### src/rtl/pipe_flow_stage.sv
`default_nettype none
// ============================================================================
// Module   : pipe_flow_stage
// Purpose  : Parametrised inter-stage pipeline register. Carries one opaque
//            payload between two pipeline stages under the global flow code
//            (WORK / STOP / REFRESH) plus a valid/ready handshake backed by a
//            one-entry skid buffer. Upstream keeps full throughput while
//            downstream back-pressures.
// Ports    : clk, rst          - clock, synchronous active-high reset
//            flow_i            - 0=WORK, 1=STOP, 2/3=REFRESH
//            in_valid_i/in_ready_o/in_data_i    - upstream handshake
//            out_valid_o/out_ready_i/out_data_o - downstream handshake
//            stall_cnt_o, flush_cnt_o           - perf counters (optional)
// Options  : define PIPE_FLOW_STAGE_PERF_EN to add the saturating 16-bit
//            stall and flush counters and their output ports.
// Revision : 1.0 - initial release
// ============================================================================
module pipe_flow_stage #(
    parameter int                    DATA_WIDTH = 32,
    parameter logic [DATA_WIDTH-1:0] NOP_VALUE  = {DATA_WIDTH{1'b0}},
    parameter int                    FLOW_WIDTH = 2
) (
    input  logic                  clk,
    input  logic                  rst,
    input  logic [FLOW_WIDTH-1:0] flow_i,
    input  logic                  in_valid_i,
    output logic                  in_ready_o,
    input  logic [DATA_WIDTH-1:0] in_data_i,
    output logic                  out_valid_o,
    input  logic                  out_ready_i,
    output logic [DATA_WIDTH-1:0] out_data_o
`ifdef PIPE_FLOW_STAGE_PERF_EN
    ,
    output logic [15:0]           stall_cnt_o,
    output logic [15:0]           flush_cnt_o
`endif
);

    localparam logic [FLOW_WIDTH-1:0] c_FLOW_WORK = {FLOW_WIDTH{1'b0}};
    localparam logic [FLOW_WIDTH-1:0] c_FLOW_STOP = FLOW_WIDTH'(1);

    logic                  r_main_valid_q, w_main_valid_d;
    logic [DATA_WIDTH-1:0] r_main_data_q,  w_main_data_d;
    logic                  r_skid_valid_q, w_skid_valid_d;
    logic [DATA_WIDTH-1:0] r_skid_data_q,  w_skid_data_d;

    logic w_work;
    logic w_stop;
    logic w_refresh;
    logic w_acc;
    logic w_fire;

    // Every code other than WORK and STOP (including reserved ones) flushes.
    assign w_work    = (flow_i == c_FLOW_WORK);
    assign w_stop    = (flow_i == c_FLOW_STOP);
    assign w_refresh = ~w_work & ~w_stop;

    // Ready depends only on registered skid state, so there is no
    // combinational path from out_ready_i back to in_ready_o.
    assign in_ready_o  = w_work & ~r_skid_valid_q;
    assign out_valid_o = r_main_valid_q & w_work;
    assign out_data_o  = r_main_data_q;

    assign w_acc  = in_valid_i & in_ready_o;
    assign w_fire = out_valid_o & out_ready_i;

    always_comb begin
        w_main_valid_d = r_main_valid_q;
        w_main_data_d  = r_main_data_q;
        w_skid_valid_d = r_skid_valid_q;
        w_skid_data_d  = r_skid_data_q;

        if (w_refresh) begin
            w_main_valid_d = 1'b0;
            w_main_data_d  = NOP_VALUE;
            w_skid_valid_d = 1'b0;
            w_skid_data_d  = NOP_VALUE;
        end else if (w_work) begin
            if (!r_main_valid_q || w_fire) begin
                // Main slot is free this edge; the skid entry is older than
                // anything upstream, so it drains first to keep FIFO order.
                if (r_skid_valid_q) begin
                    w_main_valid_d = 1'b1;
                    w_main_data_d  = r_skid_data_q;
                    w_skid_valid_d = 1'b0;
                end else if (w_acc) begin
                    w_main_valid_d = 1'b1;
                    w_main_data_d  = in_data_i;
                end else begin
                    // Data is deliberately held so out_data_o stays stable.
                    w_main_valid_d = 1'b0;
                end
            end else if (w_acc) begin
                w_skid_valid_d = 1'b1;
                w_skid_data_d  = in_data_i;
            end
        end
        // STOP: everything holds via the defaults above.
    end

    always_ff @(posedge clk) begin
        if (rst) begin
            r_main_valid_q <= 1'b0;
            r_main_data_q  <= NOP_VALUE;
            r_skid_valid_q <= 1'b0;
            r_skid_data_q  <= NOP_VALUE;
        end else begin
            r_main_valid_q <= w_main_valid_d;
            r_main_data_q  <= w_main_data_d;
            r_skid_valid_q <= w_skid_valid_d;
            r_skid_data_q  <= w_skid_data_d;
        end
    end

`ifdef PIPE_FLOW_STAGE_PERF_EN
    logic [15:0] r_stall_cnt_q, w_stall_cnt_d;
    logic [15:0] r_flush_cnt_q, w_flush_cnt_d;

    always_comb begin
        w_stall_cnt_d = r_stall_cnt_q;
        w_flush_cnt_d = r_flush_cnt_q;
        // A refresh cycle is accounted as a flush, not as a stall.
        if (!w_refresh && r_main_valid_q && !w_fire && (r_stall_cnt_q != 16'hFFFF)) begin
            w_stall_cnt_d = r_stall_cnt_q + 16'd1;
        end
        if (w_refresh && (r_main_valid_q || r_skid_valid_q) && (r_flush_cnt_q != 16'hFFFF)) begin
            w_flush_cnt_d = r_flush_cnt_q + 16'd1;
        end
    end

    always_ff @(posedge clk) begin
        if (rst) begin
            r_stall_cnt_q <= 16'd0;
            r_flush_cnt_q <= 16'd0;
        end else begin
            r_stall_cnt_q <= w_stall_cnt_d;
            r_flush_cnt_q <= w_flush_cnt_d;
        end
    end

    assign stall_cnt_o = r_stall_cnt_q;
    assign flush_cnt_o = r_flush_cnt_q;
`endif

endmodule
`default_nettype wire

### config.mk
export PLATFORM = sky130hd
export DESIGN_NAME = pipe_flow_stage
export DESIGN_NICKNAME = d
export VERILOG_FILES = /design/src/rtl/pipe_flow_stage.sv
export SDC_FILE = /design/constraint.sdc
export NUM_CORES = 1
export LEC_CHECK = 0
export CAP_MARGIN = 20
export CORE_MARGIN = 3
export CORE_UTILIZATION = 53
export DETAILED_ROUTE_END_ITERATION = 8
export GPL_TIMING_DRIVEN = 0
export PLACE_DENSITY = 0.85
export SLEW_MARGIN = 20
export SYNTH_ARGS = -nofsm -noshare
export SYNTH_HDL_FRONTEND = slang
export SYNTH_SLANG_ARGS = --single-unit
### constraint.sdc
create_clock -name clk -period 2 [get_ports clk]
set_input_delay 0.5 -clock clk [delete_from_list [all_inputs] [get_ports clk]]
set_output_delay 0.5 -clock clk [all_outputs]
set_load 0.03 [all_outputs]
After elaboration in Yosys (flattened, before gate mapping)
Index checks and enable logic that the tools add are counted.
{ "word_totals": {"register_bits": 66, "latch_bits": 0, "mem_bits_rw": 0, "romBits": 0, "inputBits": 38, "out_inout_bits": 34, "wordCells": 30, "n_memories": 0} }
{ "op_classes": {"n_addsub": 0, "multipliers": 0, "div": 0, "magnitude_cmp": 0, "eq_ne": 1, "n_shift": 0, "mux": 6, "n_bitwise": 9, "n_reduce_logical": 10} }
{ "op_table": {"columns": ["operator", "n"], "rows": [
  ["32-bit two-way mux", 2],
  ["3-bit AND reduction", 2],
  ["1-bit bitwise AND", 5],
  ["1-bit two-way mux", 4],
  ["1-bit inverter", 4],
  ["2-bit AND reduction", 2],
  ["2-bit nonzero test", 2],
  ["2-bit by 1-bit == test with 1-bit output, second input constant", 1],
  ["2-bit logical NOT", 1],
  ["2-bit OR reduction", 1],
  ["1-bit logical NOT", 1],
  ["1-bit logical OR", 1]
]} }

Logic depth before layout (Yosys ltp)
{ "depth": {"word_depth": 6, "mapped_depth": 6, "depth_no_buf": 4} }

Worst setup path after synthesis
Ideal clock, no wire load.
{ "synth_timing": {"kind": "input-to-output", "startpoint": "in flow_i[0]", "endpoint": "out out_valid_o", "t_arrival_ns": 1.181, "path_slack_ns": 0.319, "stages": 1, "n_path_buf": 0, "path_cell_list": "nor3_1"} }
{ "synth_between": {"elab_chain_len": 2} }
{ "synth_rtl": {"columns": ["item", "line", "text"], "rows": [
  ["start: declaration", "25", "input logic [FLOW_WIDTH-1:0] flow_i,"],
  ["2-bit logical NOT", "54", "assign w_work = (flow_i == c_FLOW_WORK);"],
  ["1-bit bitwise AND", "61", "assign out_valid_o = r_main_valid_q & w_work;"],
  ["end: declaration", "29", "output logic out_valid_o,"]
]} }
Every way passes these cells.

Worst setup path in the final report
{ "layout_timing": {"startpoint": "in flow_i[0]", "endpoint": "out in_ready_o"} }
{ "layout_between": {"elab_chain_len": 2} }
{ "layout_rtl": {"columns": ["item", "line", "text"], "rows": [
  ["2-bit logical NOT", "54", null],
  ["1-bit bitwise AND", "60", "assign in_ready_o = w_work & ~r_skid_valid_q;"],
  ["end: declaration", "27", "output logic in_ready_o,"]
]} }
Every way passes these cells.

==> metrics.txt <==
fillers roughly 430; met3 usage approximately 7.8%; Placement Setup Slack -0.838 ns; Final WS setup roughly 0.057 ns; clk buf depth 2; Crit path max-delay family buffers and inverters; sequence of cells on the critical path dlygate4sd2_1 -> or3_4 -> clkinv_8 -> buf_6; YS warnings 0; RSZ-0062 raised after global routing no; Clock Tree Root clkbuf_8; syn avg cell area just under 9 um2; crit path launch type primary input; Synth cell types 25; clk sinks 66; Synth Net Count 373; core box area ~5300 um2; Final Net Count 455; Hold Worst Slack 0.456 ns; relative slew slack between 60% and 70%; cells on worst reg2reg path 6; Most used DFF post-synth dfxtp_1; Seq/Total Area, Yosys roughly 44%; Worst-Skew Late Latency ~0.34 ns; ANT cells 0; number of synthesized flops with an enable pin 0; DRC Markers 0; Hold Path End out_data_o[19]; CTS Buf Count 9; clk_skew 0.00442 ns; largest net degree at the start of global routing 16; maximum clock frequency between 500 and 600 MHz; met2 Use GR between 40% and 50%; vias per inst approximately 5.6; Min Clock Period, post-route just under 2 ns; number of port buffers a little over 70; # setup viols final 0; vias in the first global route around 2,700; CTS tree yes; row count 26; Initial Util 56.8%; Setup CP Type in2out; H-tree lvl count 3; Ports between 70 and 80; Synth area leader dfxtp_1; crit end category output port; HP Start out_data_o[19]; Worst EP required about 1.5 ns; WHS Path Cells 2; status completed; GPL Wtd Cong 0.791; antenna violation net count after detailed routing 0; Pwr Total approximately 2.6 mW; vias post-DR around 2,700; Synth top area share roughly 44%; r2r setup slk approximately 0.3 ns; drt wl/cell 15.3 um; largest cells by area after synthesis dfxtp_1 (44%), mux2_2 (12%), mux2i_1 (11%); Final Hold Fails 0; detailed placement HPWL roughly 5.3 mm; Final Cycle Share between 90% and 100%; most crowded layer after global routing met2; RR Endpoint r_skid_data_q[12]; launch point of the worst reg-to-reg path r_skid_valid_q; Buf/Inv on CP 3; first-pass GRT wire length around 12 mm; maxcap violations 0; GR Util met1 29.4%; #FFs+latches synth 66; die area 6580 um2; post-synthesis async set-or-reset flop share 0%; Layout area overhead 31.8%; initial antenna violation count 0; Pleak 1.51 nW; GRT Total Usage between 20% and 30%; CP max stage delay 0.44 ns; Worst-Margin Slew roughly 0.49 ns; Mapped Area between 2000 and 3000 um2; Post-Syn Instances between 300 and 400; Slowest cell on crit path or3_4; WP data arrival roughly 1.4 ns; die height between 80 and 90 um; Max Transition Viols Final 0; PD cells ~650 nW/um2; VDD IR max around 0.00040 V; total global routing overflow 0; fraction of layout cells with a size suffix above 1 15.2%; cell depth of the worst setup path 4; drt pass-1 iters 4; critical path peak fanout 15; Tightest Hold Check Type reg2reg; Clock Pin Slew Worst Setup and Hold Paths about 0.060 ns; drt total wl around 7.5 mm; Initial DRC Count 225; die width 81.1 um; cts hold-fix bufs 0; Util after Layout between 70% and 80%
worst min-delay path, stage by stage, from the launching register on:
cell and delay [ns]:
dfxtp_1 0.31, nand2_1 0.05, mux2i_1 0.05
cell usage after synthesis, types with 3 or more instances:
library cell and instances:
nand2_1 64, nand3_1 32, clkbuf_2 3, clkbuf_1 14, o21ai_0 32, buf_2 6
dfxtp_1 66, mux2i_1 32, buf_6 4, a21oi_1 34, buf_4 3, mux2_2 32
worst max-delay path by stage:
| stage | start | to | slack [ns] |
|---|---|---|---|
| 6_report | flow_i[0] | in_ready_o | 0.06 |
| 5_1_grt | flow_i[0] | in_ready_o | 0.01 |
| 4_1_cts | flow_i[0] | in_ready_o | 0.03 |
| 3_5_place_dp | flow_i[1] | in_ready_o | -0.84 |
| 3_3_place_gp | flow_i[1] | in_ready_o | -0.82 |
| 2_1_floorplan | flow_i[0] | out_valid_o | 0.32 |
through the flow:
stage,std cells,cell area (um2),setup TNS (ns)
final,490,3950,0
after global routing,490,3950,0
after CTS,490,3940,0
after detailed placement,476,3790,-9.26
after global placement,476,3790,-8.03
after floorplan,335,2990,0
metal layers:
layer  wire length (um)  vias to the layer above
met4                116                        0
met3                412                       13
li1                   -                     1326
met1               3210                     1295
met2               3770                       90
met5                  0                        -
kinds of logic (layout without fill, tap and decap cells):
group,Yosys count,count (layout),share of synthesized area (%)
simple gates,104,104,15.2
buf+inv,32,117,5.94
flops,66,66,44.1
compound gates,69,69,12.0
mux,64,64,22.7
what timing repair did:
item                                    in CTS  in global routing
endpoints found under the setup margin       2                  1
buffers inserted                             1                  0
pin swaps                                    1                  0
hold endpoints to repair                     0                  0
resized for setup                           10                  2
registers in the layout, indices dropped and copies added (netlist names):
name	cells
out_data_o	32
r_skid_data_q	32
r_main_valid_q	1
r_skid_valid_q	1
area by class of cell:
type | instances | area (um2) | area share, %
well taps | 70 | 87.6 | 2.22
flip-flops and latches | 66 | 1320 | 33.5
plain buffers | 29 | 154 | 3.90
clock buffers | 14 | 153 | 3.87
multi-input cells | 237 | 1490 | 37.9
inverters | 2 | 20.0 | 0.507
repair buffers | 72 | 716 | 18.1
where the power goes:
group          total [mW]  internal [mW]  switching, mW
clock network       0.935          0.473          0.462
logic               0.310          0.153          0.157
registers            1.33           1.32        0.00528
total                2.58           1.95          0.624
placed cells by master, fill, tap and decap left out, types with 3 or more instances in the layout:
master,count
clkdlybuf4s50_1,67
clkbuf_1,18
buf_6,4
dfxtp_1,66
a21oi_1,34
mux2i_1,32
nand2_1,64
mux2_2,32
nand3_1,32
buf_2,6
dlygate4sd2_1,3
clkbuf_2,3
clkbuf_8,10
o21ai_0,32
buf_4,4
(Power assumes the default switching activity.)
